[config.mk]
export PLATFORM = sky130hd
export DESIGN_NAME = ps2_host_tx
export DESIGN_NICKNAME = d
export VERILOG_FILES = /design/src/rtl/ps2_host_tx.sv
export SDC_FILE = /design/constraint.sdc
export NUM_CORES = 1
export LEC_CHECK = 0
export ABC_AREA = 1
export CORE_MARGIN = 4
export CORE_UTILIZATION = 45
export CTS_CLUSTER_DIAMETER = 150
export CTS_CLUSTER_SIZE = 20
export DETAILED_ROUTE_END_ITERATION = 12
export PLACE_DENSITY = 0.67
export SLEW_MARGIN = 30
export SYNTH_ARGS = -nofsm -noshare
export SYNTH_HDL_FRONTEND = slang
export SYNTH_SLANG_ARGS = --single-unit
[constraint.sdc]
create_clock -name clock -period 2.1 [get_ports clock]
set_input_delay 0.21 -clock clock [delete_from_list [all_inputs] [get_ports clock]]
set_output_delay 0.21 -clock clock [all_outputs]
set_load 0.1 [all_outputs]
[src/rtl/ps2_host_tx.sv]
// rtl/ps2_host_tx.sv - PS/2 host-to-device command transmitter
// Inhibits the clock, issues a request-to-send, shifts a byte plus odd parity on device clock edges, checks the ACK.
module ps2_host_tx #(
  parameter int INHIBIT_CYCLES = 10000,
  parameter int TIMEOUT_CYCLES = 2000000
) (
  input  logic       clock,
  input  logic       reset,
  input  logic [7:0] tx_data,
  input  logic       tx_start,
  output logic       tx_busy,
  output logic       tx_done,
  output logic       tx_err,
  input  logic       ps2_clk_in,
  input  logic       ps2_dat_in,
  output logic       ps2_clk_oe,
  output logic       ps2_dat_oe
);

  localparam int MAXC = (TIMEOUT_CYCLES > INHIBIT_CYCLES) ? TIMEOUT_CYCLES : INHIBIT_CYCLES;
  localparam int CW   = $clog2(MAXC + 1);

  typedef enum logic [2:0] {IDLE, INHIBIT, REQ, BITS, ACK, WAIT_IDLE} state_t;

  state_t          state;
  logic [1:0]      clk_sync, dat_sync;
  logic [15:0]     clk_hist, dat_hist;
  logic            clk_f, dat_f, clk_f_d;
  logic            fall;
  logic [10:0]     frame;
  logic [3:0]      bit_cnt;
  logic [CW-1:0]   cnt;

  // Two-flop synchronizer ahead of the 16-sample agreement filter; the line is only ever sampled.
  always_ff @(posedge clock or posedge reset) begin
    if (reset) begin
      clk_sync <= 2'b11;
      dat_sync <= 2'b11;
      clk_hist <= '1;
      dat_hist <= '1;
      clk_f    <= 1'b1;
      dat_f    <= 1'b1;
      clk_f_d  <= 1'b1;
    end else begin
      clk_sync <= {clk_sync[0], ps2_clk_in};
      dat_sync <= {dat_sync[0], ps2_dat_in};
      clk_hist <= {clk_hist[14:0], clk_sync[1]};
      dat_hist <= {dat_hist[14:0], dat_sync[1]};
      if (&clk_hist)       clk_f <= 1'b1;
      else if (~|clk_hist) clk_f <= 1'b0;
      if (&dat_hist)       dat_f <= 1'b1;
      else if (~|dat_hist) dat_f <= 1'b0;
      clk_f_d  <= clk_f;
    end
  end

  assign fall = clk_f_d & ~clk_f;

  always_ff @(posedge clock or posedge reset) begin
    if (reset) begin
      state      <= IDLE;
      tx_busy    <= 1'b0;
      tx_done    <= 1'b0;
      tx_err     <= 1'b0;
      ps2_clk_oe <= 1'b0;
      ps2_dat_oe <= 1'b0;
      frame      <= '0;
      bit_cnt    <= '0;
      cnt        <= '0;
    end else begin
      tx_done <= 1'b0;
      case (state)
        IDLE: begin
          if (tx_start) begin
            frame      <= {1'b1, ~^tx_data, tx_data, 1'b0};
            tx_err     <= 1'b0;
            tx_busy    <= 1'b1;
            cnt        <= '0;
            bit_cnt    <= '0;
            ps2_clk_oe <= 1'b1;
            ps2_dat_oe <= 1'b0;
            state      <= INHIBIT;
          end
        end
        INHIBIT: begin
          // Hold clock low for the full inhibit, then one extra cycle with data also low.
          if (!ps2_dat_oe) begin
            if (cnt == CW'(INHIBIT_CYCLES - 1)) ps2_dat_oe <= 1'b1;
            else                                cnt        <= cnt + CW'(1);
          end else begin
            ps2_clk_oe <= 1'b0;
            cnt        <= '0;
            state      <= REQ;
          end
        end
        default: begin
          if (!fall && cnt == CW'(TIMEOUT_CYCLES - 1)) begin
            ps2_clk_oe <= 1'b0;
            ps2_dat_oe <= 1'b0;
            tx_err     <= 1'b1;
            tx_done    <= 1'b1;
            tx_busy    <= 1'b0;
            state      <= IDLE;
          end else begin
            cnt <= fall ? '0 : cnt + CW'(1);
            case (state)
              REQ, BITS: begin
                // frame[bit_cnt] is on the wire; each fall advances to the next bit, the stop bit releases data.
                if (fall) begin
                  bit_cnt    <= bit_cnt + 4'd1;
                  ps2_dat_oe <= ~frame[bit_cnt + 4'd1];
                  state      <= (bit_cnt == 4'd9) ? ACK : BITS;
                end
              end
              ACK: begin
                if (fall) begin
                  tx_err <= dat_f;
                  state  <= WAIT_IDLE;
                end
              end
              WAIT_IDLE: begin
                if (clk_f && dat_f) begin
                  tx_done <= 1'b1;
                  tx_busy <= 1'b0;
                  state   <= IDLE;
                end
              end
              default: state <= IDLE;
            endcase
          end
        end
      endcase
    end
  end

endmodule
Yosys cells after proc, flatten, opt, wreduce, memory -nomap -nowiden
Index checks and enable logic that the tools add are counted.
{ "classes": {"mul": 0, "n_reduce_logical": 28, "n_addsub": 2, "n_bitwise": 4, "div_mod_pow": 0, "n_eq_ne": 18, "n_mux": 49, "shift": 0, "order_cmp": 1} }
{ "ops": {"columns": ["op", "count"], "rows": [
  ["two-way mux 21 bit", 5],
  ["one-hot mux 21 bit (2 select lines)", 1],
  ["AND reduction 16 bit", 2],
  ["OR reduction 16 bit", 2],
  ["two-way mux 1 bit", 24],
  ["adder 21 x 1 -> 21 bit (second input constant)", 1],
  ["equality test 21 x 14 -> 1 bit (second input constant)", 1],
  ["equality test 21 bit (second input constant)", 1],
  ["two-way mux 3 bit", 7],
  ["two-way mux 4 bit", 4],
  ["nonzero test 3 bit", 5],
  ["inequality test 5 bit (second input constant)", 2],
  ["AND reduction 5 bit", 2],
  ["one-hot mux 3 bit (3 select lines)", 1],
  ["AND reduction 3 bit", 3],
  ["inequality test 2 bit (second input constant)", 4],
  ["one-hot mux 1 bit (2 select lines)", 4],
  ["one-hot mux 4 bit (2 select lines)", 1],
  ["AND reduction 4 bit", 2],
  ["nonzero test 4 bit", 2],
  ["XNOR reduction 8 bit", 1],
  ["equality test 3 x 2 -> 1 bit (second input constant)", 2],
  ["equality test 3 bit (second input constant)", 2],
  ["one-hot mux 3 bit (2 select lines)", 1],
  ["other kinds (17)", 22]
]} }
{ "word_totals": {"mem_count": 0, "regBits": 82, "rom_bits": 0, "in_bits": 13, "latch_bits": 0, "ramBits": 0} }

Depth between registers and ports, before layout
{ "logic_depth": {"ltp_word": 8, "mapped_depth": 13, "mapped_depth_nobuf": 13} }

Worst setup path after synthesis
No wires, ideal clock.
{ "synth_path": {"kind": "reg-to-reg", "startpoint": "register ps2_dat_oe", "endpoint": "register cnt[1]", "slack_ns": 0.060, "required_time_ns": 2.035, "path_stages_with_launch": 10, "path_buffers": 3, "arrival_time_ns": 1.975, "cell_sequence": "dfrtp_1 > clkbuf_1 > nor2_1 > inv_1 > nor2_2 > nor2_2 > buf_6 > buf_8 > nand3_2 > nand2_1"} }
{ "synth_between": {"elab_chain_cells": 2} }
{ "synth_lines": {"columns": ["element", "line", "source"], "rows": [
  ["start: declaration", "17", "output logic ps2_dat_oe"],
  ["start signal: assignment", "111", "ps2_dat_oe <= ~frame[bit_cnt + 4'd1];"],
  ["inequality test 3 bit (no line) / two-way mux 21 bit (equally long branches)", null, null],
  ["AND reduction 3 bit (no line) / one-hot mux 21 bit (2 select lines) (equally long branches)", null, null],
  ["end signal: assignment", "89", "else cnt <= cnt + CW'(1);"],
  ["end signal: assignment", "105", "cnt <= fall ? '0 : cnt + CW'(1);"],
  ["end: declaration", "32", "logic [CW-1:0] cnt;"]
]} }
Parallel ways exist; a longest one is shown, timed or not.
A chain may end at the register's enable or synchronous reset.

Worst setup path after layout
{ "layout_path": {"startpoint": "register clk_f_d", "endpoint": "register cnt[10]"} }
{ "layout_between": {"elab_chain_cells": 5} }
{ "layout_lines": {"columns": ["element", "line", "source"], "rows": [
  ["start: declaration", "28", "logic clk_f, dat_f, clk_f_d;"],
  ["start signal: assignment", "53", "clk_f_d <= clk_f;"],
  ["bitwise AND 1 bit (*)", "57", "assign fall = clk_f_d & ~clk_f;"],
  ["zero test 1 bit", "97", "if (!fall && cnt == CW'(TIMEOUT_CYCLES - 1)) begin"],
  ["logical AND 1 bit", "97", null],
  ["inequality test 3 x 1 -> 1 bit (no line)", null, null],
  ["AND reduction 3 bit (no line)", null, null]
]} }
Every way passes the cells marked *; elsewhere a longest branch is shown, timed or not. The select of a mux whose other input is x is not followed.

==> impl_metrics.toml <==
[clock_tree]
cts_setup_buffers = 0
htreeDepth = 3
insertion_delay_ns = 0.37
clockBufferDepth = 2
hold_buffers = 0
numClockSinks = 82
cts_tree = "done"
cts_buffers = 9
root_buffer = "clkbuf_8"
path_clk_slew_ns = 0.10

[power]
peakVddDrop_mv = 0.9084
power.share.clock_pct = 20.5
power_density_nw_per_um2 = 1160
power_frac_seq_pct = 38.7
p_switching_mw = 2.409
power_mw = 5.602
p_sw_share_pct = 43.01
p_int_mw = 3.193
leakage_nw = 2.161
comb_power_share_pct = 40.9

[run]
drv_cap = 0

[layout]
drive_above_1_share_pct = 21.17
final_area_um2 = 4828
fin_util_pct = 54.31
filler_cell_count = 804
fin_nets = 559
num_antenna_cells = 0
fin_cells = 656
area_growth_pct = 15.06

[drt]
top_layer_used = "met4"
wl_met2_mm = 4.458
initialDrtViolationCount = 209
met3_length_um = 572
ant_nets = 0
post-route-drc-count = 0
wirelength_mm = 9.384
drt_first_pass_iters = 5
vias = 3540
routedWlPerCell_um = 14.30
vias_per_cell = 5.396
wl_met1_mm = 4.253

[synth]
syn_nets = 519
synth_area_um2 = 4197
synth_cell_types = 36
syn_avg_cell_area_um2 = 8.343
ys_seq_elements = 82
yosys_most_used_dff = "dfrtp_1"
async_flop_share_pct = 100.0
ys_warn_count = 0
synth_edf_count = 0
synth_cells = 503
yosysSeqAreaShare_pct = 50.06

[timing]
min_period_ns = 1.869
tightest_slew_ns = 0.5741
hold_slack_ns = 0.2390
final-hold-violation-count = 0
finalCritPeriodShare_pct = 88.98
setup_ws_ns = 0.2313
relSlewSlack_pct = 61.68
setup_viol = 0
finalClockSkew_ns = 0.01319
max_freq_mhz = 535.1
tns_ns = 0
final_max_slew_viol_count = 0
rsz0062_at_grt = "false"

[placement]
post-dp-hpwl_mm = 6.650
dp.cells = 639
dp_worst_setup_slack_ns = -0.2451
io_buffers = 17
place_area_um2 = 4607
gp_congestion = 0.9168

[die]
dieArea_um2 = 10930
row_count = 34
ios = 18
start_util_pct = 47.20
die_y_um = 104.6
core_area_um2 = 8891
die_w_um = 104.6

[worst_setup_path]
critPathCapture = "cnt[10]"
reg2regPathDepth = 8
startpoint = "clk_f_d"
r2r_start = "clk_f_d"
endpoint_kind = "flip-flop"
criticalPathCategory = "reg -> reg"
cp.required_ns = 2.33
cp.arrival_ns = 2.10
rr_endpoint = "cnt[10]"
rrSetupSlack_ns = 0.23
crit_path_start_kind = "flip-flop"
crit_fanout = 10

[grt]
grt_pass1_wl_mm = 16.06
antenna_found_initial = 0
grt_pass1_vias = 3478
grt_overflow_total = 0
grt_max_degree = 83
grtUsageTotal_pct = 17.82

[worst_hold_path]
worstHoldPathCells = 1
hold_class = "in -> reg"

[run_status]
status = "finished, final reports clean"
worst max-delay path, cell delays in order (launching register included):
cell and delay, ns:
dfstp_2 0.52, inv_1 0.03, or2_0 0.25, nand2_4 0.08, nor2_2 0.04, nand3_2 0.06, nand2_1 0.12, nor2_2 0.48
o21ai_0 0.15
logic make-up (layout without fill, tap and decap cells):
family                   after synthesis  count (layout)  share of synthesized area [%]
buffers and inverters                 59             103                          5.963
multiplexers                           6               6                          1.610
XOR/XNOR                              18              18                          3.757
flip-flops                            82              82                          50.06
adder cells (fa/ha/maj)                3               3                         0.8945
AND/OR/NAND/NOR                      301             302                          33.18
AO/OA/AOI/OAI                         34              34                          4.532
registers in the layout, summed over array words and instances, names as in the netlist:
| name | count |
|---|---|
| frame | 10 |
| dat_f | 1 |
| clk_sync | 2 |
| state | 3 |
| bit_cnt | 4 |
| tx_busy | 1 |
| ps2_clk_oe | 1 |
| clk_f | 1 |
| cnt | 21 |
| tx_done | 1 |
| clk_hist | 16 |
| dat_sync | 2 |
| dat_hist | 16 |
| clk_f_d | 1 |
| ps2_dat_oe | 1 |
| tx_err | 1 |
worst min-delay path by stage:
stage	slack, ns	to	startpoint
2_1_floorplan	0.21	clk_sync[0]	ps2_clk_in
3_3_place_gp	0.35	clk_sync[1]	clk_sync[0]
3_5_place_dp	0.35	clk_hist[0]	clk_sync[1]
4_1_cts	0.22	clk_sync[0]	ps2_clk_in
5_1_grt	0.23	clk_sync[0]	ps2_clk_in
6_report	0.24	clk_sync[0]	ps2_clk_in
cells in the mapped netlist, types with 3 or more instances:
master	number	area share (%)
xnor2_1	11	2.3
nor4_1	10	1.5
mux2_2	6	1.6
dfrtp_1	43	26
buf_2	3	0.36
a21oi_1	5	0.60
o22ai_1	3	0.45
o21ai_0	20	2.4
nand3_2	4	0.95
nor3_1	14	1.7
nand4_1	31	4.6
nand3_1	41	4.9
o21ai_2	3	0.63
inv_2	3	0.27
ha_1	3	0.89
dfstp_2	39	24
nor2_1	47	4.2
nand2_1	138	12
inv_1	43	3.8
nor2_2	4	0.60
nor2_4	3	0.80
clkbuf_1	5	0.45
xor2_1	7	1.5
what timing repair did:
| action | CTS | global route |
|---|---|---|
| setup endpoints to repair | 21 | 18 |
| gates resized for setup | 1 | 1 |
| pin swaps | 0 | 1 |
| cloned | 0 | 1 |
power by group through the flow:
stage	clock [mW]	sequential (mW)	combinational (mW)
3_3_place_gp	0	2.18	2.22
3_5_place_dp	0	2.19	2.26
2_1_floorplan	0	2.24	1.54
4_1_cts	1.18	2.16	2.28
6_report	1.15	2.17	2.29
5_1_grt	1.25	2.20	2.57
cell usage in the layout, fill, tap and decap left out, types with 3 or more instances in the layout:
cell type,count
nand2_1,138
nor2_1,47
dfrtp_1,43
inv_1,42
nand3_1,40
dfstp_2,39
nand4_1,31
buf_4,27
o21ai_0,20
nor3_1,14
clkdlybuf4s50_1,12
xnor2_1,11
nor4_1,10
clkbuf_8,9
xor2_1,7
mux2_2,6
nand3_2,5
a21oi_1,5
nor2_4,4
nor2_2,4
inv_2,3
o21ai_2,3
o22ai_1,3
ha_1,3
routing by layer:
| layer | GRT usage [%] | vias up |
|---|---|---|
| met5 | 0 | - |
| met4 | 6.092 | 0 |
| met3 | 3.391 | 10 |
| met2 | 28.64 | 100 |
| met1 | 24.35 | 1691 |
| li1 | - | 1739 |
layout make-up:
cell class                 instances  area [um^2]  area share [%]
sequential                        82         2101           43.51
multi-input combinational        363         1862           38.56
timing repair buffer              40        342.8           7.100
inverter                          47        182.7           3.783
tap                              108        135.1           2.799
clock buffer                       9        123.9           2.565
clock inverter                     7        81.33           1.684
(Power assumes the default switching activity.)
